<file path="src/rtl/rgb_classifier.sv">
// ---------------------------------------------------------------------------
// rgb_classifier
//
// Purpose:
//   Takes one raw 48-bit colour sensor sample (three 16-bit channels) and
//   classifies it into a coarse colour. Each channel is normalised against
//   the channel sum with a bit-serial restoring divider. This gives an
//   8-bit fraction per channel, and a small rule table picks the colour.
//   The result is held with a valid/ack handshake until the consumer
//   (motor side) accepts it.
//
// Ports:
//   i_clk        in   1   single clock, rising edge
//   i_rst        in   1   synchronous active-high reset
//   i_start      in   1   one-cycle sample strobe (only honoured in IDLE)
//   i_rgb_value  in  48   {B hi, B lo, R hi, R lo, G hi, G lo}
//   i_ack        in   1   consumer acknowledge (only honoured in HOLD)
//   o_color      out  3   0 WHITE, 1 YELLOW, 2 ORANGE, 3 RED, 4 GREEN,
//                         5 BLUE, 7 UNKNOWN
//   o_valid      out  1   o_color valid, held until acknowledged
//   o_busy       out  1   high whenever the FSM is not in IDLE
//
// Optional feature:
//   RGB_CLASSIFIER_AVG_EN - when defined, four accepted samples are
//   averaged before classification. The default build classifies every
//   sample and contains no accumulator or counter logic.
// ---------------------------------------------------------------------------
module rgb_classifier #(
    parameter int unsigned DARK_MIN     = 64,
    parameter int unsigned WHITE_SPREAD = 24,
    parameter int unsigned YELLOW_TOL   = 20,
    parameter int unsigned YELLOW_B_MAX = 40,
    parameter int unsigned ORANGE_G_MIN = 60
) (
    input  logic        i_clk,
    input  logic        i_rst,
    input  logic        i_start,
    input  logic [47:0] i_rgb_value,
    input  logic        i_ack,
    output logic [2:0]  o_color,
    output logic        o_valid,
    output logic        o_busy
);

    localparam logic [17:0] DARK_MIN_W     = 18'(DARK_MIN);
    localparam logic [7:0]  WHITE_SPREAD_W = 8'(WHITE_SPREAD);
    localparam logic [7:0]  YELLOW_TOL_W   = 8'(YELLOW_TOL);
    localparam logic [7:0]  YELLOW_B_MAX_W = 8'(YELLOW_B_MAX);
    localparam logic [7:0]  ORANGE_G_MIN_W = 8'(ORANGE_G_MIN);

    localparam logic [2:0] COLOR_WHITE   = 3'd0;
    localparam logic [2:0] COLOR_YELLOW  = 3'd1;
    localparam logic [2:0] COLOR_ORANGE  = 3'd2;
    localparam logic [2:0] COLOR_RED     = 3'd3;
    localparam logic [2:0] COLOR_GREEN   = 3'd4;
    localparam logic [2:0] COLOR_BLUE    = 3'd5;
    localparam logic [2:0] COLOR_UNKNOWN = 3'd7;

    typedef enum logic [2:0] {
        ST_IDLE,
        ST_SUM,
        ST_DIV,
        ST_CLASS,
        ST_HOLD
    } state_t;

    state_t state;
    state_t state_next;

    // The sensor sends G in the low word, R in the middle and B on top.
    logic [15:0] in_r;
    logic [15:0] in_g;
    logic [15:0] in_b;

    logic [15:0] r_val;
    logic [15:0] g_val;
    logic [15:0] b_val;
    logic [17:0] sum_val;
    logic        dark;

    logic [17:0] sum_comb;
    logic        sum_dark;

    logic [17:0] div_rem;
    logic [6:0]  div_quot;
    logic [2:0]  div_bit;
    logic [1:0]  div_chan;
    logic [18:0] div_trial;
    logic        div_qbit;
    logic [17:0] div_rem_next;
    logic [7:0]  div_frac;
    logic        div_last;

    logic [7:0]  rf;
    logic [7:0]  gf;
    logic [7:0]  bf;

    logic [7:0]  frac_max;
    logic [7:0]  frac_min;
    logic [7:0]  rg_diff;
    logic [2:0]  class_color;

`ifdef RGB_CLASSIFIER_AVG_EN
    logic [17:0] acc_r;
    logic [17:0] acc_g;
    logic [17:0] acc_b;
    logic [1:0]  avg_cnt;
    logic        avg_go;
`endif

    assign in_g = i_rgb_value[15:0];
    assign in_r = i_rgb_value[31:16];
    assign in_b = i_rgb_value[47:32];

    assign o_busy = (state != ST_IDLE);

    // Channel sum and dark test, evaluated from the latched sample in SUM.
    assign sum_comb = {2'b00, r_val} + {2'b00, g_val} + {2'b00, b_val};
    assign sum_dark = (sum_comb < DARK_MIN_W);

    // One restoring-division step.
    // The partial remainder never exceeds S, so doubling it fits in 19 bits.
    // When X equals S, every step subtracts, so the fraction saturates to 255
    // without a separate clamp.
    always_comb begin
        div_trial    = {div_rem, 1'b0};
        div_qbit     = (div_trial >= {1'b0, sum_val});
        div_rem_next = div_qbit ? 18'(div_trial - {1'b0, sum_val}) : div_trial[17:0];
        div_frac     = {div_quot, div_qbit};
        div_last     = (div_bit == 3'd7) && (div_chan == 2'd2);
    end

    // Colour rules, checked in priority order from the registered fractions.
    // The dark override is applied when the result is registered in CLASS.
    always_comb begin
        frac_max    = rf;
        frac_min    = rf;
        rg_diff     = 8'd0;
        class_color = COLOR_RED;

        if (gf > frac_max) frac_max = gf;
        if (bf > frac_max) frac_max = bf;
        if (gf < frac_min) frac_min = gf;
        if (bf < frac_min) frac_min = bf;
        rg_diff = (rf >= gf) ? (rf - gf) : (gf - rf);

        if ((frac_max - frac_min) <= WHITE_SPREAD_W)
            class_color = COLOR_WHITE;
        else if ((bf >= rf) && (bf >= gf))
            class_color = COLOR_BLUE;
        else if ((rg_diff <= YELLOW_TOL_W) && (bf <= YELLOW_B_MAX_W))
            class_color = COLOR_YELLOW;
        else if (gf > rf)
            class_color = COLOR_GREEN;
        else if (gf >= ORANGE_G_MIN_W)
            class_color = COLOR_ORANGE;
        else
            class_color = COLOR_RED;
    end

    // State register.
    always_ff @(posedge i_clk) begin
        if (i_rst)
            state <= ST_IDLE;
        else
            state <= state_next;
    end

    // Next-state logic.
    // In averaging builds, SUM falls straight back to IDLE until the fourth
    // sample has been accumulated.
    always_comb begin
        state_next = state;
        case (state)
            ST_IDLE: begin
                if (i_start)
                    state_next = ST_SUM;
            end
            ST_SUM: begin
                if (sum_dark)
                    state_next = ST_CLASS;
                else
                    state_next = ST_DIV;
`ifdef RGB_CLASSIFIER_AVG_EN
                if (!avg_go)
                    state_next = ST_IDLE;
`endif
            end
            ST_DIV: begin
                if (div_last)
                    state_next = ST_CLASS;
            end
            ST_CLASS: begin
                state_next = ST_HOLD;
            end
            ST_HOLD: begin
                if (i_ack)
                    state_next = ST_IDLE;
            end
            default: begin
                state_next = ST_IDLE;
            end
        endcase
    end

    // Datapath: latches the sample, runs the divider and registers the result.
    // The divider works through R, then G, then B. Each channel takes eight
    // cycles. On the last cycle of a channel, the next channel's dividend is
    // loaded.
    always_ff @(posedge i_clk) begin
        if (i_rst) begin
            r_val    <= '0;
            g_val    <= '0;
            b_val    <= '0;
            sum_val  <= '0;
            dark     <= 1'b0;
            div_rem  <= '0;
            div_quot <= '0;
            div_bit  <= '0;
            div_chan <= '0;
            rf       <= '0;
            gf       <= '0;
            bf       <= '0;
            o_color  <= COLOR_UNKNOWN;
            o_valid  <= 1'b0;
`ifdef RGB_CLASSIFIER_AVG_EN
            acc_r    <= '0;
            acc_g    <= '0;
            acc_b    <= '0;
            avg_cnt  <= '0;
            avg_go   <= 1'b0;
`endif
        end else begin
            case (state)
                ST_IDLE: begin
                    if (i_start) begin
`ifdef RGB_CLASSIFIER_AVG_EN
                        acc_r   <= acc_r + {2'b00, in_r};
                        acc_g   <= acc_g + {2'b00, in_g};
                        acc_b   <= acc_b + {2'b00, in_b};
                        r_val   <= 16'((acc_r + {2'b00, in_r}) >> 2);
                        g_val   <= 16'((acc_g + {2'b00, in_g}) >> 2);
                        b_val   <= 16'((acc_b + {2'b00, in_b}) >> 2);
                        avg_cnt <= avg_cnt + 2'd1;
                        avg_go  <= (avg_cnt == 2'd3);
`else
                        r_val <= in_r;
                        g_val <= in_g;
                        b_val <= in_b;
`endif
                    end
                end
                ST_SUM: begin
                    sum_val  <= sum_comb;
                    dark     <= sum_dark;
                    div_rem  <= {2'b00, r_val};
                    div_quot <= '0;
                    div_bit  <= '0;
                    div_chan <= '0;
                end
                ST_DIV: begin
                    div_bit <= div_bit + 3'd1;
                    if (div_bit == 3'd7) begin
                        div_quot <= '0;
                        div_chan <= div_chan + 2'd1;
                        case (div_chan)
                            2'd0: begin
                                rf      <= div_frac;
                                div_rem <= {2'b00, g_val};
                            end
                            2'd1: begin
                                gf      <= div_frac;
                                div_rem <= {2'b00, b_val};
                            end
                            default: begin
                                bf <= div_frac;
                            end
                        endcase
                    end else begin
                        div_quot <= div_frac[6:0];
                        div_rem  <= div_rem_next;
                    end
                end
                ST_CLASS: begin
                    o_color <= dark ? COLOR_UNKNOWN : class_color;
                    o_valid <= 1'b1;
`ifdef RGB_CLASSIFIER_AVG_EN
                    acc_r   <= '0;
                    acc_g   <= '0;
                    acc_b   <= '0;
                    avg_cnt <= '0;
`endif
                end
                ST_HOLD: begin
                    if (i_ack)
                        o_valid <= 1'b0;
                end
                default: begin
                end
            endcase
        end
    end

endmodule

</file>
<file path="config.mk">
export PLATFORM = sky130hd
export DESIGN_NAME = rgb_classifier
export DESIGN_NICKNAME = d
export VERILOG_FILES = /design/src/rtl/rgb_classifier.sv
export SDC_FILE = /design/constraint.sdc
export NUM_CORES = 1
export LEC_CHECK = 0
export ABC_AREA = 1
export BUFFER_PORTS_ARGS = -buffer_cell sky130_fd_sc_hd__buf_2
export CAP_MARGIN = 0
export CORE_MARGIN = 3
export CORE_UTILIZATION = 45
export DETAILED_ROUTE_END_ITERATION = 8
export PLACE_DENSITY = 0.63
export SYNTH_ARGS = -nofsm -noshare
export SYNTH_HDL_FRONTEND = slang
export SYNTH_SLANG_ARGS = --single-unit
</file>
<file path="constraint.sdc">
create_clock -name i_clk -period 5.9 [get_ports i_clk]
set_input_delay 1.77 -clock i_clk [delete_from_list [all_inputs] [get_ports i_clk]]
set_output_delay 1.77 -clock i_clk [all_outputs]
set_load 0.01 [all_outputs]
</file>
Yosys cells after proc, flatten, opt, wreduce, memory -nomap -nowiden
Cells that the tools add are included.
{"block": "word_totals", "reg_bits": 128, "in_bits": 52, "output_inout_bits": 5, "wordCells": 93}
{"block": "op_classes", "n_addsub": 8, "order_cmp": 13, "n_eq_ne": 12, "mux": 27, "bitwise": 1, "reduce_logical": 17}
{"op": "one-hot mux 18 bit (2 select lines)", "n": 2}
{"op": "two-way mux 8 bit", "n": 5}
{"op": "two-way mux 18 bit", "n": 2}
{"op": ">= comparator 8 bit", "n": 3}
{"op": "two-way mux 3 bit", "n": 8}
{"op": "subtractor 8 bit", "n": 3}
{"op": ">= comparator 19 x 18 -> 1 bit", "n": 1}
{"op": "adder 17 x 16 -> 18 bit", "n": 1}
{"op": "< comparator 18 x 7 -> 1 bit, second input constant", "n": 1}
{"op": "subtractor 18 bit", "n": 1}
{"op": "adder 16 x 16 -> 17 bit", "n": 1}
{"op": "> comparator 8 bit", "n": 2}
{"op": "less-or-equal comparator 8 x 5 -> 1 bit, second input constant", "n": 2}
{"op": "< comparator 8 bit", "n": 2}
{"op": "one-hot mux 3 bit (5 select lines)", "n": 1}
{"op": "one-hot mux 7 bit (2 select lines)", "n": 1}
{"op": "AND reduction 3 bit", "n": 4}
{"op": ">= comparator 8 x 6 -> 1 bit, second input constant", "n": 1}
{"op": "less-or-equal comparator 8 x 6 -> 1 bit, second input constant", "n": 1}
{"op": "!= test 2 bit, second input constant", "n": 4}
{"op": "AND reduction 2 bit", "n": 4}
{"op": "two-way mux 7 bit", "n": 1}
{"op": "equality test 3 x 2 -> 1 bit, second input constant", "n": 2}
{"op": "equality test 3 bit, second input constant", "n": 2}
{"op": "18 further kinds", "n": 23}

Logic depth before layout (Yosys ltp)
Gate-level depths: netlist (run 1).
{"block": "depth", "ltp_word": 8, "mapped_depth": 41, "mapped_depth_nobuf": 39}

Worst setup path after synthesis (run 1)
OpenSTA, ideal clock, no wires.
{"block": "synth_path", "kind": "flip-flop to flip-flop", "from": "register gf[0]", "to": "register o_color[0]", "setup_time_ns": 0.115, "arrival_ns": 4.587, "t_required_ns": 5.785, "path_slack_ns": 1.198, "path_stages_with_launch": 38, "path_cell_list": "dfxtp_1 -> inv_1 -> ha_1 -> fa_1 -> inv_1 -> nand3_1 -> nand2_1 -> nand2_2 -> nand2_4 -> clkbuf_1 -> nand2_1 -> o21ai_0 -> ha_1 -> a21oi_1 -> nor2_1 -> a211oi_1 -> nand2_2 -> buf_2 -> [2 not listed] -> ha_1 -> inv_1 -> o21bai_1 -> nand2_1 -> nand2_1 -> nand2_1 -> inv_1 -> or2_2 -> nand2_1 -> nand2_1 -> a21oi_1 -> xnor2_1 -> nor2_1 -> nand2_1 -> nand2_1 -> nand2_1 -> nand2_1 -> nand2_1"}
{"block": "synth_between", "elab_chain_cells": 8}
{"element": "from (decl)", "line_no": "95", "source": "logic [7:0] gf;"}
{"element": "from (signal assigned)", "line_no": "272", "source": "gf <= div_frac;"}
{"element": "> comparator 8 bit, or another cell as far along", "line_no": "141, 153"}
{"element": "two-way mux 8 bit, on equally long branches", "line_no": "141, 143, 145"}
{"element": "> comparator 8 bit, or another cell as far along", "line_no": "142", "source": "if (bf > frac_max) frac_max = bf;"}
{"element": "two-way mux 8 bit, or another cell as far along", "line_no": "142"}
{"element": "subtractor 8 bit / two-way mux 3 bit (equally long branches)", "line_no": "147, 151"}
{"element": "less-or-equal comparator 8 x 5 -> 1 bit / two-way mux 3 bit (equally long branches)", "line_no": "147, 149"}
{"element": "two-way mux 3 bit (*)", "line_no": "147", "source": "if ((frac_max - frac_min) <= WHITE_SPREAD_W)"}
{"element": "two-way mux 3 bit (*)", "line_no": "285", "source": "o_color <= dark ? COLOR_UNKNOWN : class_color;"}
{"element": "to (signal assigned)", "line_no": "285"}
{"element": "to (decl)", "line_no": "40", "source": "output logic [2:0] o_color,"}
Every way passes the cells marked *; elsewhere a longest branch is shown, timed or not.
A chain may end at the register's enable or synchronous reset.

Worst setup path in the final report (run 1)
{"block": "layout_path", "from": "register gf[0]", "to": "register o_color[2]"}
The elaborated chain is that of the path after synthesis.

==> results.md, run 1 <==
* Worst Skew at 9.51 ps
* Later-pin clock latency in the skew report at 430 ps
* Switching pwr at 2.85 mW
* Chip width at 151 um
* Pint at 3.01 mW
* Max Cap Viol at 0
* Post-synth EDFFs at 0
* Switching part of the total at 0.486
* CTS Buffer Depth at 2
* LEAKAGE at 5.03 nW
* Register share of total power at 0.216
* Setup TNS at 0 ps
* R2R Path Start: gf[0]
* RSZ-0062 raised after global routing: false
* Antenna Diode Count at 0
* Fmax at 197 MHz
* Core area at 0.0204 mm2
* TritonCTS clock tree: built
* YS warnings at 0
* Num CTS Buffers at 17
* Logic pwr share at 0.605
* Relative slew slack at 0.563
* Die H at 151 um
* Final #Nets at 1561
* HP Class: flop to flop
* Most common cell after layout, fill and taps aside: nand2_1
* Initial Utilization at 0.462
* Post-route DRC at 0
* Number of global-route vias before repair at 8347
* Final wirelength at 25700 um
* P&R area growth vs syn at 11.5%
* Mapped cell area at 0.00941 mm2
* CP most frequent cell: nand2_1
* GP Congestion at 0.886
* Final setup fails at 0
* Vias per cell at 5.25
* Status: completed
* Commonest non-fill, non-tap cells in the layout: 267 x nand2_1, 195 x inv_1, 194 x a21oi_1
* Pins Over Slew Limit at 0
* Worst-path fanout max at 18
* Critical hold path startpoint: o_color[0]
* FP Rows at 52
* Fin crit share at 0.862
* Root buffer cell: clkbuf_16
* Post-cts sizing count at 0
* HPWL Detailed at 19600 um
* Seq/Total Area, Yosys at 0.272
* Crit path required time at 6220 ps
* Mean post-synth cell area at 6.89 um2
* Top_reg_cell synth: dfxtp_1
* Die area at 0.0227 mm2
* Total power at 5.86 mW
* Arrival @ worst endpoint at 5410 ps
* WL/cell at 15.3 um
* Fin. Hold Viols at 0
* Post-synth ARST share at 0
* DRT antenna net count at 0
* Clock slew at reported path FFs at 60 ps
* Via Count at 8823
* Crit path kind: flop to flop
* Largest net degree at the start of global routing at 60
* # hold bufs at CTS at 0
* Post-CTS Setup Bufs at 0
* Top Family by Delay on Critical Path: simple AND/OR/NAND/NOR gates
* Worst Setup SP: gf[0]
* Syn nets at 1529
* Max incr delay on CP at 410 ps
* P per Cell Area at 558 mW/mm2
* Post-layout min period at 5090 ps
* All-layer global routing usage at 0.233
* H-tree levels at 4
* Netlist cell types at 47
* # clock sinks at 128
* CP endpoint kind: flop
* CP startpoint kind: flop
* Max stage delay cell, worst path: fa_1
* Clock power frac at 0.180
* Drt first-iter violations at 568
* Synthesized flop and latch total at 128
* First-pass GRT wire length at 42000 um
* Initial antenna violation count at 0
* Slew @ Worst Pin at 651 ps
* VDD IR max at 0.486 mV
* Gate Count Post-Synth at 1365
* Fraction of layout cells with a size suffix above 1 at 0.0865
* 1st-pass router iterations at 5
* IO Pins at 57
* # port buffers at 56
* Grt ovf at 0
* Crit path buf inv count at 5
==> area by class of cell <==
cell class / count / area, um2
clock buffer: 22 / 474
clock inverter: 10 / 110
fill: 2032 / 9870
inverter: 201 / 754
multi-input combinational: 980 / 5880
sequential: 128 / 2560
tap: 270 / 338
timing repair buffer: 69 / 378
==> stage by stage <==
stage	instance area (um2)	worst slack [ps]	hold slack, ps	instances	utilization
after floorplan	9410	1200	429	1365	-
after global placement	9910	1020	447	1648	0.487
after detailed placement	9910	835	452	1648	0.487
after CTS	10500	814	467	1680	0.515
after global routing	10500	218	487	1680	0.515
final	10500	815	464	1680	0.515
==> sequential cells by signal (all words and copies together) (netlist names) <==
register and count:
bf 8, div_chan 2, o_color 3, sum_val 18, r_val 16, b_val 16
dark 1, gf 8, div_bit 3, o_valid 1, div_rem 18, rf 8
g_val 16, div_quot 7, state 3
==> cells by family (layout without fill, tap and decap cells) <==
logic type / Yosys count / after routing / share of synthesized area
fa+ha+maj: 112 / 112 / 0.165
simple gates: 429 / 429 / 0.194
compound gates: 402 / 402 / 0.231
buf+inv: 257 / 302 / 0.104
flops: 128 / 128 / 0.272
xor+xnor: 37 / 37 / 0.0344
==> power by group through the flow <==
stage / clock network (mW) / registers [mW] / logic [mW]
final: 1.05 / 1.26 / 3.54
after global placement: 0 / 1.28 / 3.50
after floorplan: 0 / 1.24 / 2.67
after CTS: 1.06 / 1.26 / 3.54
after detailed placement: 0 / 1.28 / 3.50
after global routing: 1.11 / 1.29 / 4.05
==> cells in the mapped netlist (4+ instances only) <==
cell      instances  share of area
buf_2             4         0.0021
nor2_1           63          0.025
nand2_2           5         0.0033
clkbuf_1         49          0.020
xor2_1           21          0.020
nand2_1         267           0.11
fa_1             20          0.043
o211ai_1         14          0.011
o21ai_1           6         0.0032
dfxtp_1         128           0.27
xnor2_1          16          0.015
nand3_1          58          0.031
ha_1             92           0.12
o21ai_0         146          0.078
nor3_1            5         0.0027
nand4_1          19          0.013
a21oi_1         194           0.10
inv_1           196          0.078
o21bai_1         10         0.0080
a21o_1            6         0.0048
==> routing by layer <==
layer / up-vias / track usage / share of wire / wire [um]
li1: 4591 / - / - / -
met1: 4038 / 0.310 / 0.47 / 12100
met2: 172 / 0.388 / 0.47 / 12200
met3: 22 / 0.0403 / 0.041 / 1060
met4: 0 / 0.0662 / 0.016 / 419
met5: - / 0 / 0 / 0
==> worst reg2reg max path, delay by kind of cell, from the launching register on <==
kind / cells / cell delay, ps
and+or+nand+nor: 21 / 1910
adders and majority gates: 4 / 1260
DFF: 1 / 380
xor gates and xnor gates: 1 / 80
buffers and inverters: 5 / 430
AOI/OAI and AO/OA: 6 / 880
==> path summary, 6_finish.rpt <==
path                 to  slack [ps]  depth (start not counted)
max reg2reg  o_color[2]         810                         37
max          o_color[2]         810                         37
min          o_color[0]         460                          2
min reg2reg  o_color[0]         460                          2
Power figures use the tool's default switching activity.
==> run 2: changes to the inputs <==
--- a/config.mk
+++ b/config.mk
@@ -11,4 +11,5 @@
 export CORE_MARGIN = 3
 export CORE_UTILIZATION = 45
+export CTS_BUF_LIST = sky130_fd_sc_hd__clkbuf_8 sky130_fd_sc_hd__clkbuf_16
 export DETAILED_ROUTE_END_ITERATION = 8
 export PLACE_DENSITY = 0.63
==> constraint.sdc (replaced) <==
create_clock -name i_clk -period 5.9 [get_ports i_clk]
set_input_delay 0.59 -clock i_clk [delete_from_list [all_inputs] [get_ports i_clk]]
set_output_delay 0.59 -clock i_clk [all_outputs]
set_load 0.01 [all_outputs]
==> results.md, run 2 (synthesis results as in run 1) <==
* Status: completed
* Fmax at 196 MHz (-0.33%)
* Number of global-route vias before repair at 8405 (+0.69%)
* HP Class: input pin to flop
* GP Congestion at 0.885 (about the same)
* Biggest regs: div_rem (18), sum_val (18)
* WL/cell at 15.3 um (about the same)
* Later-pin clock latency in the skew report at 430 ps (about the same)
* VDD IR max at 0.309 mV (-36%)
* Max Cap Viol at 0 (unchanged)
* Most common cell after layout, fill and taps aside: nand2_1
* Crit path kind: flop to flop
* Reg2Reg Depth at 37 (unchanged)
* FP Rows at 52 (unchanged)
* Final wirelength at 25700 um (unchanged)
* Final setup fails at 0 (unchanged)
* Sequential Area at 0.00256 mm2 (unchanged)
* CP startpoint kind: flop
* Fin. Hold Viols at 0 (unchanged)
* Post-layout util at 0.514 (-0.00166)
* Post-CTS Setup Bufs at 0 (unchanged)
* P per Cell Area at 553 mW/mm2 (-0.93%)
* TritonCTS clock tree: built
* First-pass GRT wire length at 42100 um (+0.35%)
* Initial antenna violation count at 0 (unchanged)
* Crit path required time at 6220 ps (about the same)
* Commonest non-fill, non-tap cells in the layout: 267 x nand2_1, 195 x inv_1, 194 x a21oi_1
* Arrival @ worst endpoint at 5420 ps (about the same)
* Post-cts sizing count at 0 (unchanged)
* Pins Over Slew Limit at 0 (unchanged)
* CP most frequent cell: nand2_1
* Die H at 151 um (unchanged)
* Chip width at 151 um (unchanged)
* # port buffers at 56 (unchanged)
* Worst Skew at 9.27 ps (-0.240 ps)
* Post-route DRC at 0 (unchanged)
* CP endpoint kind: flop
* Cell area after layout at 0.0105 mm2 (-0.32%)
* Largest net degree at the start of global routing at 59 (-1.7%)
* Root buffer cell: clkbuf_16
* Placed cell area at 0.00991 mm2 (about the same)
* HPWL Detailed at 19700 um (+0.37%)
* Max stage delay cell, worst path: fa_1
* Initial Utilization at 0.462 (unchanged)
* Setup TNS at 0 ps (unchanged)
* Core area at 0.0204 mm2 (unchanged)
* Drt first-iter violations at 458 (-19%)
* Multi-input logic area at 0.00588 mm2 (unchanged)
* Antenna Diode Count at 0 (unchanged)
* Grt ovf at 0 (unchanged)
* H-tree levels at 4 (unchanged)
* Slew @ Worst Pin at 671 ps (+19.4 ps)
* Fillers at 2042 (+0.49%)
* # clock sinks at 128 (unchanged)
* DRT antenna net count at 0 (unchanged)
* Via Count at 8759 (-0.73%)
* # hold bufs at CTS at 0 (unchanged)
* Worst-path fanout max at 18 (unchanged)
* IO Pins at 57 (unchanged)
* LEAKAGE at 5.01 nW (-0.38%)
* All-layer global routing usage at 0.233 (about the same)
* P&R area growth vs syn at 11.2%
* WHS Path Cells at 3 (+1)
* Fraction of layout cells with a size suffix above 1 at 0.0873 (+0.000771)
* Die area at 0.0227 mm2 (unchanged)
* Num CTS Buffers at 17 (unchanged)
* Relative slew slack at 0.551 (-0.0119)
* Clock slew at reported path FFs at 60 ps (about the same)
* 1st-pass router iterations at 5 (unchanged)
* Fin crit share at 0.865 (+0.00287)
* Post-layout min period at 5100 ps (+16.9 ps)
* Max incr delay on CP at 410 ps (about the same)
* Final #Nets at 1560 (-0.064%)
* Vias per cell at 5.22 (-0.67%)
* RSZ-0062 raised after global routing: false
* CTS Buffer Depth at 2 (unchanged)
-- run 2: cell count changes in the layout (fill, tap and decap cells not counted), sizes merged --
| cell | delta |
|---|---|
| clkbuf | -4 |
| clkinv | +4 |
| bufinv | -1 |
| clkinvlp | +1 |
| buf | -1 |
-- run 2: worst paths after layout --
check / from / slack (ps) / endpoint
min: i_rgb_value[46] / 440 / b_val[14]
max: gf[0] / 800 / o_color[2]
max reg2reg: gf[0] / 800 / o_color[2]
min reg2reg: o_color[1] / 460 / o_color[1]
-- run 2: stage by stage --
| step | power, mW | setup slack (ps) | hold slack (ps) | instances |
|---|---|---|---|---|
| after floorplan | 3.91 | 1200 | 429 | 1365 |
| after global placement | 4.77 | 1010 | 449 | 1647 |
| after detailed placement | 4.78 | 843 | 449 | 1647 |
| after CTS | 5.80 | 815 | 435 | 1679 |
| after global routing | 6.39 | 249 | 442 | 1679 |
| final | 5.78 | 798 | 443 | 1679 |
-- run 2: power breakdown --
group          leakage, nW  switching, mW  internal, mW
Sequential            1.05          0.172          1.09
Combinational         3.70           2.26          1.27
Clock                0.263          0.405         0.586
-- run 2: layout make-up --
class / instances / share of cell area
multi-input cells: 980 / 0.562
flip-flops and latches: 128 / 0.245
inverters: 201 / 0.0721
clock buffers: 18 / 0.0420
repair buffers: 68 / 0.0354
well taps: 270 / 0.0323
clock inverters: 14 / 0.0114
-- run 2: worst max-delay path: cells and delay by family, from the launching register on --
| kind | cells | cell delay (ps) |
|---|---|---|
| AO/OA/AOI/OAI | 6 | 810 |
| XOR/XNOR | 1 | 130 |
| adder cells (fa/ha/maj) | 4 | 1280 |
| buffers and inverters | 5 | 430 |
| flip-flops | 1 | 370 |
| AND/OR/NAND/NOR | 21 | 1940 |
-- run 2: layer usage --
layer / vias up / share of wire / track usage
met5: - / 0 / 0
met4: 0 / 0.017 / 0.0589
met3: 18 / 0.043 / 0.0424
met2: 174 / 0.47 / 0.393
met1: 3981 / 0.47 / 0.307
li1: 4586 / - / -
